**config.mk**
```make
export PLATFORM = sky130hd
export DESIGN_NAME = instr_sequencer
export DESIGN_NICKNAME = d
export VERILOG_FILES = /design/src/rtl/cop_pkg.sv /design/src/rtl/instr_sequencer_prog_ram.sv /design/src/rtl/instr_sequencer.sv
export SDC_FILE = /design/constraint.sdc
export NUM_CORES = 1
export LEC_CHECK = 0
export BUFFER_PORTS_ARGS = -buffer_cell sky130_fd_sc_hd__clkbuf_2
export CELL_PAD_IN_SITES_DETAIL_PLACEMENT = 1
export CELL_PAD_IN_SITES_GLOBAL_PLACEMENT = 2
export CORE_MARGIN = 4
export CORE_UTILIZATION = 54
export CTS_CLUSTER_SIZE = 14
export DETAILED_ROUTE_END_ITERATION = 10
export PLACE_DENSITY = 0.82
export SETUP_SLACK_MARGIN = 0.4
export SYNTH_ARGS = -nofsm -noshare
export SYNTH_HDL_FRONTEND = slang
export SYNTH_SLANG_ARGS = --single-unit
```
**constraint.sdc**
```tcl
create_clock -name clk -period 6.5 [get_ports clk]
set_clock_uncertainty 0.15 [all_clocks]
set_input_delay 0.65 -clock clk [delete_from_list [all_inputs] [get_ports clk]]
set_output_delay 0.65 -clock clk [all_outputs]
set_load 0.05 [all_outputs]
```
**src/rtl/cop_pkg.sv**
```systemverilog
// Shared definitions for the coprocessor instruction sequencer.
// Instruction layout: {N0[1:0], N1[7:0], ID[1:0], LIN[2:0], COL[2:0], OP[3:0]}.
// Holds opcode constants, field slice positions, the instruction width,
// the sequencer state encoding and an opcode legality helper.
package cop_pkg;

  localparam int unsigned INSTR_W = 22;

  localparam int unsigned OP_LSB  = 0;
  localparam int unsigned OP_MSB  = 3;
  localparam int unsigned COL_LSB = 4;
  localparam int unsigned COL_MSB = 6;
  localparam int unsigned LIN_LSB = 7;
  localparam int unsigned LIN_MSB = 9;
  localparam int unsigned ID_LSB  = 10;
  localparam int unsigned ID_MSB  = 11;
  localparam int unsigned N1_LSB  = 12;
  localparam int unsigned N1_MSB  = 19;
  localparam int unsigned N0_LSB  = 20;
  localparam int unsigned N0_MSB  = 21;

  localparam logic [3:0] OP_HALT      = 4'h0;
  localparam logic [3:0] OP_STORE     = 4'h2;
  localparam logic [3:0] OP_SUM       = 4'h3;
  localparam logic [3:0] OP_SUB       = 4'h4;
  localparam logic [3:0] OP_MULT      = 4'h5;
  localparam logic [3:0] OP_TRANSPOSE = 4'h6;
  localparam logic [3:0] OP_OPPOSITE  = 4'h7;
  localparam logic [3:0] OP_SCALAR    = 4'h8;
  localparam logic [3:0] OP_DET2      = 4'h9;
  localparam logic [3:0] OP_DET3      = 4'hA;
  localparam logic [3:0] OP_DET4      = 4'hB;
  localparam logic [3:0] OP_DET5      = 4'hC;

  typedef enum logic [3:0] {
    ST_IDLE      = 4'd0,
    ST_FETCH     = 4'd1,
    ST_DECODE    = 4'd2,
    ST_ISSUE     = 4'd3,
    ST_WAIT_BUSY = 4'd4,
    ST_WAIT_DONE = 4'd5,
    ST_ADVANCE   = 4'd6,
    ST_HALT      = 4'd7,
    ST_ERR       = 4'd8
  } seq_state_e;

  // Legal opcodes form one contiguous range: STORE through DET5.
  function automatic logic op_is_legal(input logic [3:0] op);
    return (op >= OP_STORE) && (op <= OP_DET5);
  endfunction

endpackage

```
**src/rtl/instr_sequencer_prog_ram.sv**
```systemverilog
// prog_ram: DEPTH x DW program store, synchronous write, synchronous read
// with one cycle of latency. Same-address read and write in one cycle
// returns the old word (read-before-write). Contents are not reset.
// Ports:
//   clk      in  clock
//   i_we     in  write enable
//   i_waddr  in  write address
//   i_wdata  in  write data
//   i_raddr  in  read address
//   o_rdata  out registered read data
module prog_ram #(
  parameter int unsigned DEPTH = 32,
  parameter int unsigned AW    = 5,
  parameter int unsigned DW    = 22
) (
  input  logic          clk,
  input  logic          i_we,
  input  logic [AW-1:0] i_waddr,
  input  logic [DW-1:0] i_wdata,
  input  logic [AW-1:0] i_raddr,
  output logic [DW-1:0] o_rdata
);

  logic [DW-1:0] r_mem [DEPTH];
  logic [DW-1:0] r_rdata;

  always_ff @(posedge clk) begin
    if (i_we) begin
      r_mem[i_waddr] <= i_wdata;
    end
    r_rdata <= r_mem[i_raddr];
  end

  assign o_rdata = r_rdata;

endmodule

```
**src/rtl/instr_sequencer.sv**
```systemverilog
// instr_sequencer: holds a small program of coprocessor instructions and
// issues them one at a time, single-stepped by a button edge or
// back-to-back while run is high, waiting for the coprocessor to go idle.
// Ports:
//   clk, rst      clock, synchronous active-high reset
//   wr_en/addr/data  program write port (accepted in IDLE or HALT only)
//   prog_len      number of valid program words, 0..DEPTH
//   step          rising edge issues one instruction
//   run           level; instructions issue back-to-back while high
//   cop_busy      coprocessor busy flag
//   instr_out     instruction presented to the coprocessor
//   instr_start   one-cycle issue strobe
//   pc            address of the current or next instruction
//   halted        program finished
//   err           illegal opcode seen; sticky until rst
module instr_sequencer
  import cop_pkg::*;
#(
  parameter int unsigned DEPTH     = 32,
  parameter int unsigned AW        = 5,
  parameter int unsigned BUSY_WAIT = 4
) (
  input  logic               clk,
  input  logic               rst,
  input  logic               wr_en,
  input  logic [AW-1:0]      wr_addr,
  input  logic [INSTR_W-1:0] wr_data,
  input  logic [AW:0]        prog_len,
  input  logic               step,
  input  logic               run,
  input  logic               cop_busy,
  output logic [INSTR_W-1:0] instr_out,
  output logic               instr_start,
  output logic [AW-1:0]      pc,
  output logic               halted,
  output logic               err
);

  localparam int unsigned CW = (BUSY_WAIT > 1) ? $clog2(BUSY_WAIT) : 1;

  seq_state_e         r_state;
  seq_state_e         w_next;
  logic [AW-1:0]      r_pc;
  logic [INSTR_W-1:0] r_instr;
  logic               r_err;
  logic               r_step_d;
  logic               r_run_d;
  logic [CW-1:0]      r_wcnt;

  logic [INSTR_W-1:0] w_rdata;
  logic [3:0]         w_op;
  logic               w_step_rise;
  logic               w_run_rise;
  logic               w_wr_ok;
  logic [AW:0]        w_pc_inc;

  assign w_step_rise = step & ~r_step_d;
  assign w_run_rise  = run & ~r_run_d;
  assign w_wr_ok     = wr_en & ((r_state == ST_IDLE) | (r_state == ST_HALT));
  assign w_op        = w_rdata[OP_MSB:OP_LSB];
  // Compared in AW+1 bits so prog_len == DEPTH terminates on the last word.
  assign w_pc_inc    = {1'b0, r_pc} + (AW+1)'(1);

  // The RAM reads pc every cycle; the word seen in DECODE is the one
  // addressed during FETCH.
  prog_ram #(
    .DEPTH (DEPTH),
    .AW    (AW),
    .DW    (INSTR_W)
  ) u_prog_ram (
    .clk     (clk),
    .i_we    (w_wr_ok),
    .i_waddr (wr_addr),
    .i_wdata (wr_data),
    .i_raddr (r_pc),
    .o_rdata (w_rdata)
  );

  always_comb begin
    w_next = r_state;
    case (r_state)
      ST_IDLE: begin
        if (w_step_rise || run) begin
          w_next = (prog_len == '0) ? ST_HALT : ST_FETCH;
        end
      end
      ST_FETCH:  w_next = ST_DECODE;
      ST_DECODE: begin
        if (w_op == OP_HALT) begin
          w_next = ST_HALT;
        end else if (!op_is_legal(w_op)) begin
          w_next = ST_ERR;
        end else begin
          w_next = ST_ISSUE;
        end
      end
      ST_ISSUE: w_next = ST_WAIT_BUSY;
      ST_WAIT_BUSY: begin
        if (cop_busy) begin
          w_next = ST_WAIT_DONE;
        end else if (r_wcnt == CW'(BUSY_WAIT - 1)) begin
          w_next = ST_ADVANCE;
        end
      end
      ST_WAIT_DONE: begin
        if (!cop_busy) begin
          w_next = ST_ADVANCE;
        end
      end
      ST_ADVANCE: begin
        if (w_pc_inc >= prog_len) begin
          w_next = ST_HALT;
        end else if (run) begin
          w_next = ST_FETCH;
        end else begin
          w_next = ST_IDLE;
        end
      end
      ST_HALT: begin
        if (w_step_rise || w_run_rise) begin
          w_next = ST_IDLE;
        end
      end
      ST_ERR:  w_next = ST_ERR;
      default: w_next = ST_IDLE;
    endcase
  end

  always_ff @(posedge clk) begin
    if (rst) begin
      r_state  <= ST_IDLE;
      r_pc     <= '0;
      r_instr  <= '0;
      r_err    <= 1'b0;
      r_step_d <= 1'b1;
      r_run_d  <= 1'b0;
      r_wcnt   <= '0;
    end else begin
      r_state  <= w_next;
      r_step_d <= step;
      r_run_d  <= run;
      case (r_state)
        ST_DECODE: begin
          if (w_next == ST_ISSUE) begin
            r_instr <= w_rdata;
          end else if (w_next == ST_ERR) begin
            r_err <= 1'b1;
          end
        end
        ST_ISSUE: r_wcnt <= '0;
        ST_WAIT_BUSY: begin
          if (!cop_busy) begin
            r_wcnt <= r_wcnt + 1'b1;
          end
        end
        // pc holds on the last word when the program ends, so it never
        // points past prog_len-1.
        ST_ADVANCE: begin
          if (w_next != ST_HALT) begin
            r_pc <= r_pc + 1'b1;
          end
        end
        ST_HALT: begin
          if (w_next == ST_IDLE) begin
            r_pc <= '0;
          end
        end
        default: ;
      endcase
    end
  end

  assign instr_out   = r_instr;
  assign instr_start = (r_state == ST_ISSUE);
  assign pc          = r_pc;
  assign halted      = (r_state == ST_HALT);
  assign err         = r_err;

endmodule
```
==> results of run 1 <==
-- state kept, by name, indices dropped and copies added (netlist names) --
| register | count |
|---|---|
| instr_out | 22 |
| r_run_d | 1 |
| u_prog_ram.r_mem | 704 |
| r_step_d | 1 |
| r_state | 4 |
| pc | 5 |
| u_prog_ram.o_rdata | 22 |
| err | 1 |
| r_wcnt | 2 |
-- cell usage in the layout (no fill, tap or decap), types with 15 or more instances in the layout --
cell type / instances
nand3_1: 31
clkbuf_2: 68
clkbuf_16: 81
o21ai_0: 27
mux4_2: 220
a21oi_1: 33
mux2_2: 22
clkbuf_1: 21
dfxtp_1: 53
buf_4: 22
nor2_4: 30
nor2_1: 15
clkinv_1: 17
edfxtp_1: 704
-- worst max-delay path: stages, from the launching register on --
cell	delay (ns)
dfxtp_4	0.80
ha_1	0.37
nand3_1	0.11
xnor2_1	0.18
ha_1	0.26
a211o_1	0.27
o211ai_1	0.11
o211ai_1	0.24
a211oi_4	0.87
nand3_1	0.17
a21oi_1	0.18
-- area by class of cell --
type	instances	share of cell area (%)
sequential	762	68.03
multi-input combinational	459	20.22
clock buffer	103	6.461
tap	688	2.624
timing repair buffer	91	1.602
clock inverter	38	0.9498
inverter	9	0.1030
antenna	1	0.007629
-- final timing paths --
path	startpoint	cells past startpoint	endpoint
worst max-delay path	pc[1]	10	instr_out[21]
worst min-delay path	step	2	r_step_d
worst max register to register	pc[1]	10	instr_out[21]
worst min register to register	u_prog_ram.o_rdata[18]	2	instr_out[18]
-- where the power goes --
| group | switching [W] | internal [W] |
|---|---|---|
| Clock | 0.00180 | 0.00249 |
| Sequential | 0.0000210 | 0.00540 |
| Combinational | 0.000203 | 0.0000631 |
-- metrics by stage --
stage	hold WS [ns]	instances	setup slack [ns]	total power (W)	area, um2
6_report	0.08733	2151	2.674	0.009979	32800
2_1_floorplan	0.2793	1302	2.740	0.005647	29060
3_3_place_gp	0.2881	2009	2.709	0.005774	30370
3_5_place_dp	0.2978	2009	2.641	0.005790	30370
4_1_cts	0.05271	2150	2.632	0.01005	32800
5_1_grt	0.1030	2150	2.320	0.01030	32800
-- metal layers --
metal	up-vias	part of all wire [%]	GRT usage (%)	wire length, um
met4	2	1.6	6.121	1169
met1	7459	39	36.14	28170
met3	75	10	7.089	7182
met2	668	49	41.00	35300
li1	5680	-	-	-
met5	-	0.018	0	13
-- kinds of logic (layout without fill, tap and decap cells) --
family          count (synthesis)  after routing  synth area share (%)
buf+inv                        81            241                 1.287
compound gates                 76             76                 1.460
other cells                     0              1                     0
flops                         762            762                 76.74
simple gates                  129            129                 2.140
mux                           243            243                 17.94
xor+xnor                        3              3               0.09043
fa+ha+maj                       8              8                0.3445
==> flow_summary.toml, run 1 <==
[outcome]
status = "finished clean"

[logic_synthesis]
synth-edff-count = 704
synthFlopType = "edfxtp_1"
yosysMostFrequentCell = "edfxtp_1"
yosys-top-cells-area = "edfxtp_1, mux4_2, dfxtp_1, mux2_2, nor2_1"
ys_seq_area_share_pct = 76.74
ys_warn_count = 0
synth_nets = 1349
synth_area_leader_cell = "edfxtp_1"
syn_avg_cell_area_um2 = 22.32
netlist-cell-type-count = 43
synthArstFlopShare_pct = 0
syn_area_um2 = 29060
synthTopCellsByCount = "edfxtp_1, mux4_2, dfxtp_1"
ys_seq_elements = 762
netlist_instances = 1302
synth_top_area_share_pct = 72.75

[die]
ios = 69
initial_core_util_pct = 54.86
die_h_um = 240.0
core_area_um2 = 52970
fp.dieArea_um2 = 57590
num_rows = 84
die_w_um = 240.0

[route]
drc = 0
viasPerCell = 6.455
drtIter0Drc = 1497
drtPass1Iterations = 7
postRouteAntennaNets = 0
routedWlPerCell_um = 33.39
vias = 13880
wl_um = 71830

[sta]
finalSetupTns_ns = 0
relSlewSlack_pct = 13.63
fin_crit_sh_pct = 58.86
setup_viol = 0
worstMarginPinSlew_ns = 1.292
rsz0062_at_grt = "no"
hold_viol_final = 0
max_freq_ghz = 0.2614
period_minus_slack_ns = 3.826
slew_violations = 0

[setup_path]
endpoint_kind = "flip-flop"
worstSetupStartpointType = "flip-flop"
rrSetupSlack_ns = 2.67
arrival_ns = 4.20
crit_type = "reg2reg"
cp.required_ns = 6.87
crit_fanout = 46

[clock_tree]
numCtsBuffers = 78
hold_buffers = 0
clk_path_buf_depth = 3
post-cts-setup-buffers = 0
cts_root_buf = "clkbuf_16"
clk_latency_ns = 0.63
clock_sinks = 762
cts_resized = 0
clk_pin_slew_ns = 0.06
htreeDepth = 3
cts_tree = "yes"

[final_layout]
drive_gt1_share_pct = 32.63
final_nets = 1448
syn_to_final_growth_pct = 12.88
fillCellCount = 4303
multi_input_area_um2 = 6634
regArea_um2 = 22320
finalCoreUtilization_pct = 61.93

[placed_design]
place_congestion = 0.7393
hpwl_um = 37960
io_buffers = 68

[worst_hold_path]
hp-class = "in2reg"

[global_route]
grt_pass1_vias = 14850
grt_max_degree = 96
antenna_found_initial = 3
overflow = 0
grt_pass1_wl_um = 104200
grtUsageTotal_pct = 25.66

[power]
vdd_ir_drop_max_mv = 0.2234
p_per_area_nw_per_um2 = 304.2
p_leak_nw = 10.01

[job]
maxCapViolCount = 0
Note: power is estimated with default switching activity, not from simulation.
==> run 2, diff against run 1 <==
- CORE_UTILIZATION: 54 -> 50
- PLACE_DENSITY: 0.82 -> 0.77
- clock period: 6.5 -> 4 ns (I/O delays scaled with it)
==> run 2 against run 1 <==
Net effect: sequential share of layout area decreased by 0.64 points; highest routed layer unchanged; cell count rose by 4.1%; clock power grew 59%; non-clock buffer count increased by 21; critical endpoint is now u_prog_ram.r_mem[29][17]; total power increased by 61%; die area rose by 7.7%; routed wire length shrank 0.63%; combinational power increased by 82%; final area grew 0.95%; worst hold slack worse by 0.024 ns; core utilization shrank 4.4 points; global-route usage down 2.3 points.
==> flow_summary.toml, run 2 (same netlist as run 1, synthesis figures left out) <==
[outcome]
status = "finished clean"

[placed_design]
io_buffers = 68
placed_cells = 2105
pre_cts_slack_ns = 0.7675
place_area_um2 = 30720
place_congestion = 0.7877
hpwl_um = 43530

[sta]
worstMarginPinSlew_ns = 1.051
max_freq_ghz = 0.3039
rsz0062_at_grt = "no"
slew_violations = 0
relSlewSlack_pct = 29.91
finalSetupTns_ns = 0
fin_crit_sh_pct = 82.26
period_minus_slack_ns = 3.290
hold_viol_final = 0
fin_ws_ns = 0.7097
setup_viol = 0

[setup_path]
worstSetupStartpointType = "flip-flop"
arrival_ns = 3.44
crit_type = "reg2reg"
endpoint_kind = "flip-flop"
crit_fanout = 13
r2r_cells = 6
cp.required_ns = 4.15

[final_layout]
regMostFlops = "u_prog_ram.r_mem"
stdcell_area_um2 = 33110
final_nets = 1467
layout_commonest_cell = "edfxtp_1"
drive_gt1_share_pct = 33.11
final_cell_mix = "edfxtp_1, mux4_2, clkbuf_16"
largest_reg_flops = 704
syn_to_final_growth_pct = 13.95
final_cells = 2240

[die]
ios = 69
num_rows = 88
initial_core_util_pct = 50.46
die_w_um = 249.1
fp.dieArea_um2 = 62040
die_h_um = 249.1
core_area_um2 = 57590

[power]
power_w = 0.01611
vdd_ir_drop_max_mv = 0.2850
p_leak_nw = 10.11
p_per_area_nw_per_um2 = 486.5

[route]
postRouteAntennaNets = 0
vias = 13920
wl_um = 71380
drtIter0Drc = 1362
drc = 0
viasPerCell = 6.216
routedWlPerCell_um = 31.86
drtPass1Iterations = 5

[global_route]
grt_max_degree = 130
grt_pass1_wl_um = 104600
grt_pass1_vias = 14540
overflow = 0
antenna_found_initial = 11
grtUsageTotal_pct = 23.32

[worst_hold_path]
hp-class = "in2reg"
hold_path_depth = 4

[clock_tree]
htreeDepth = 3
clk_latency_ns = 0.61
numCtsBuffers = 76
clock_sinks = 762
post-cts-setup-buffers = 0
cts_tree = "yes"
cts_root_buf = "clkbuf_16"
clk_path_buf_depth = 3
clk_pin_slew_ns = 0.06

[job]
maxCapViolCount = 0
[run 2: changes by cell type in the layout (fill, tap and decap cells not counted), sizes merged]
| cell | previous run | this run |
|---|---|---|
| bufinv | 5 | 4 |
| clkinvlp | 1 | 0 |
| dlygate4sd3 | 0 | 2 |
| clkinv | 28 | 24 |
| buf | 23 | 42 |
| inv | 13 | 9 |
| clkbuf | 171 | 172 |
[run 2: final timing paths]
kind	from	end	slack, ns
worst max register to register	r_state[0]	u_prog_ram.r_mem[29][17]	0.71
worst min register to register	u_prog_ram.o_rdata[19]	instr_out[19]	0.30
worst min-delay path	prog_len[2]	r_state[1]	0.06
worst max-delay path	r_state[0]	u_prog_ram.r_mem[29][17]	0.71
[run 2: cell type report]
type	count	area, um2
timing repair buffer	112	800.8
inverter	9	33.78
multi-input combinational	459	6636
fill	4800	24470
antenna	1	2.502
clock buffer	104	2145
clock inverter	28	224.0
sequential	762	22320
tap	765	957.2
[run 2: worst max-delay path, cell delays in order, from the launching register on]
cell and delay, ns:
dfxtp_1 0.42, or3_1 0.39, a21oi_1 0.55, and2_1 0.31, nand3_1 0.35, nor2_4 0.55, buf_4 0.25
[run 2: where the power goes]
part           switching, W  internal (W)  total, W
clock network       0.00283       0.00399   0.00682
registers         0.0000318       0.00878   0.00881
logic              0.000375      0.000110  0.000485
[run 2: timing repair]
action	CTS	global route
hold endpoints to repair	2	0
endpoints found under the setup margin	0	0
hold buffers	2	0
resized for setup	0	0
[run 2: routing by layer]
metal / track usage (%) / vias up / wire length, um
met5: 0 / - / 22
met4: 6.710 / 4 / 1760
met3: 5.262 / 93 / 5879
met2: 36.17 / 610 / 33700
met1: 34.08 / 7497 / 30020
li1: - / 5720 / -
[run 2: through the flow]
| step | hold WS (ns) | util, % |
|---|---|---|
| 3_3_place_gp | 0.2973 | 53.35 |
| 6_report | 0.06371 | 57.50 |
| 5_1_grt | 0.08577 | 57.50 |
| 3_5_place_dp | 0.2926 | 53.35 |
| 4_1_cts | 0.05255 | 57.50 |
| 2_1_floorplan | 0.2793 | - |
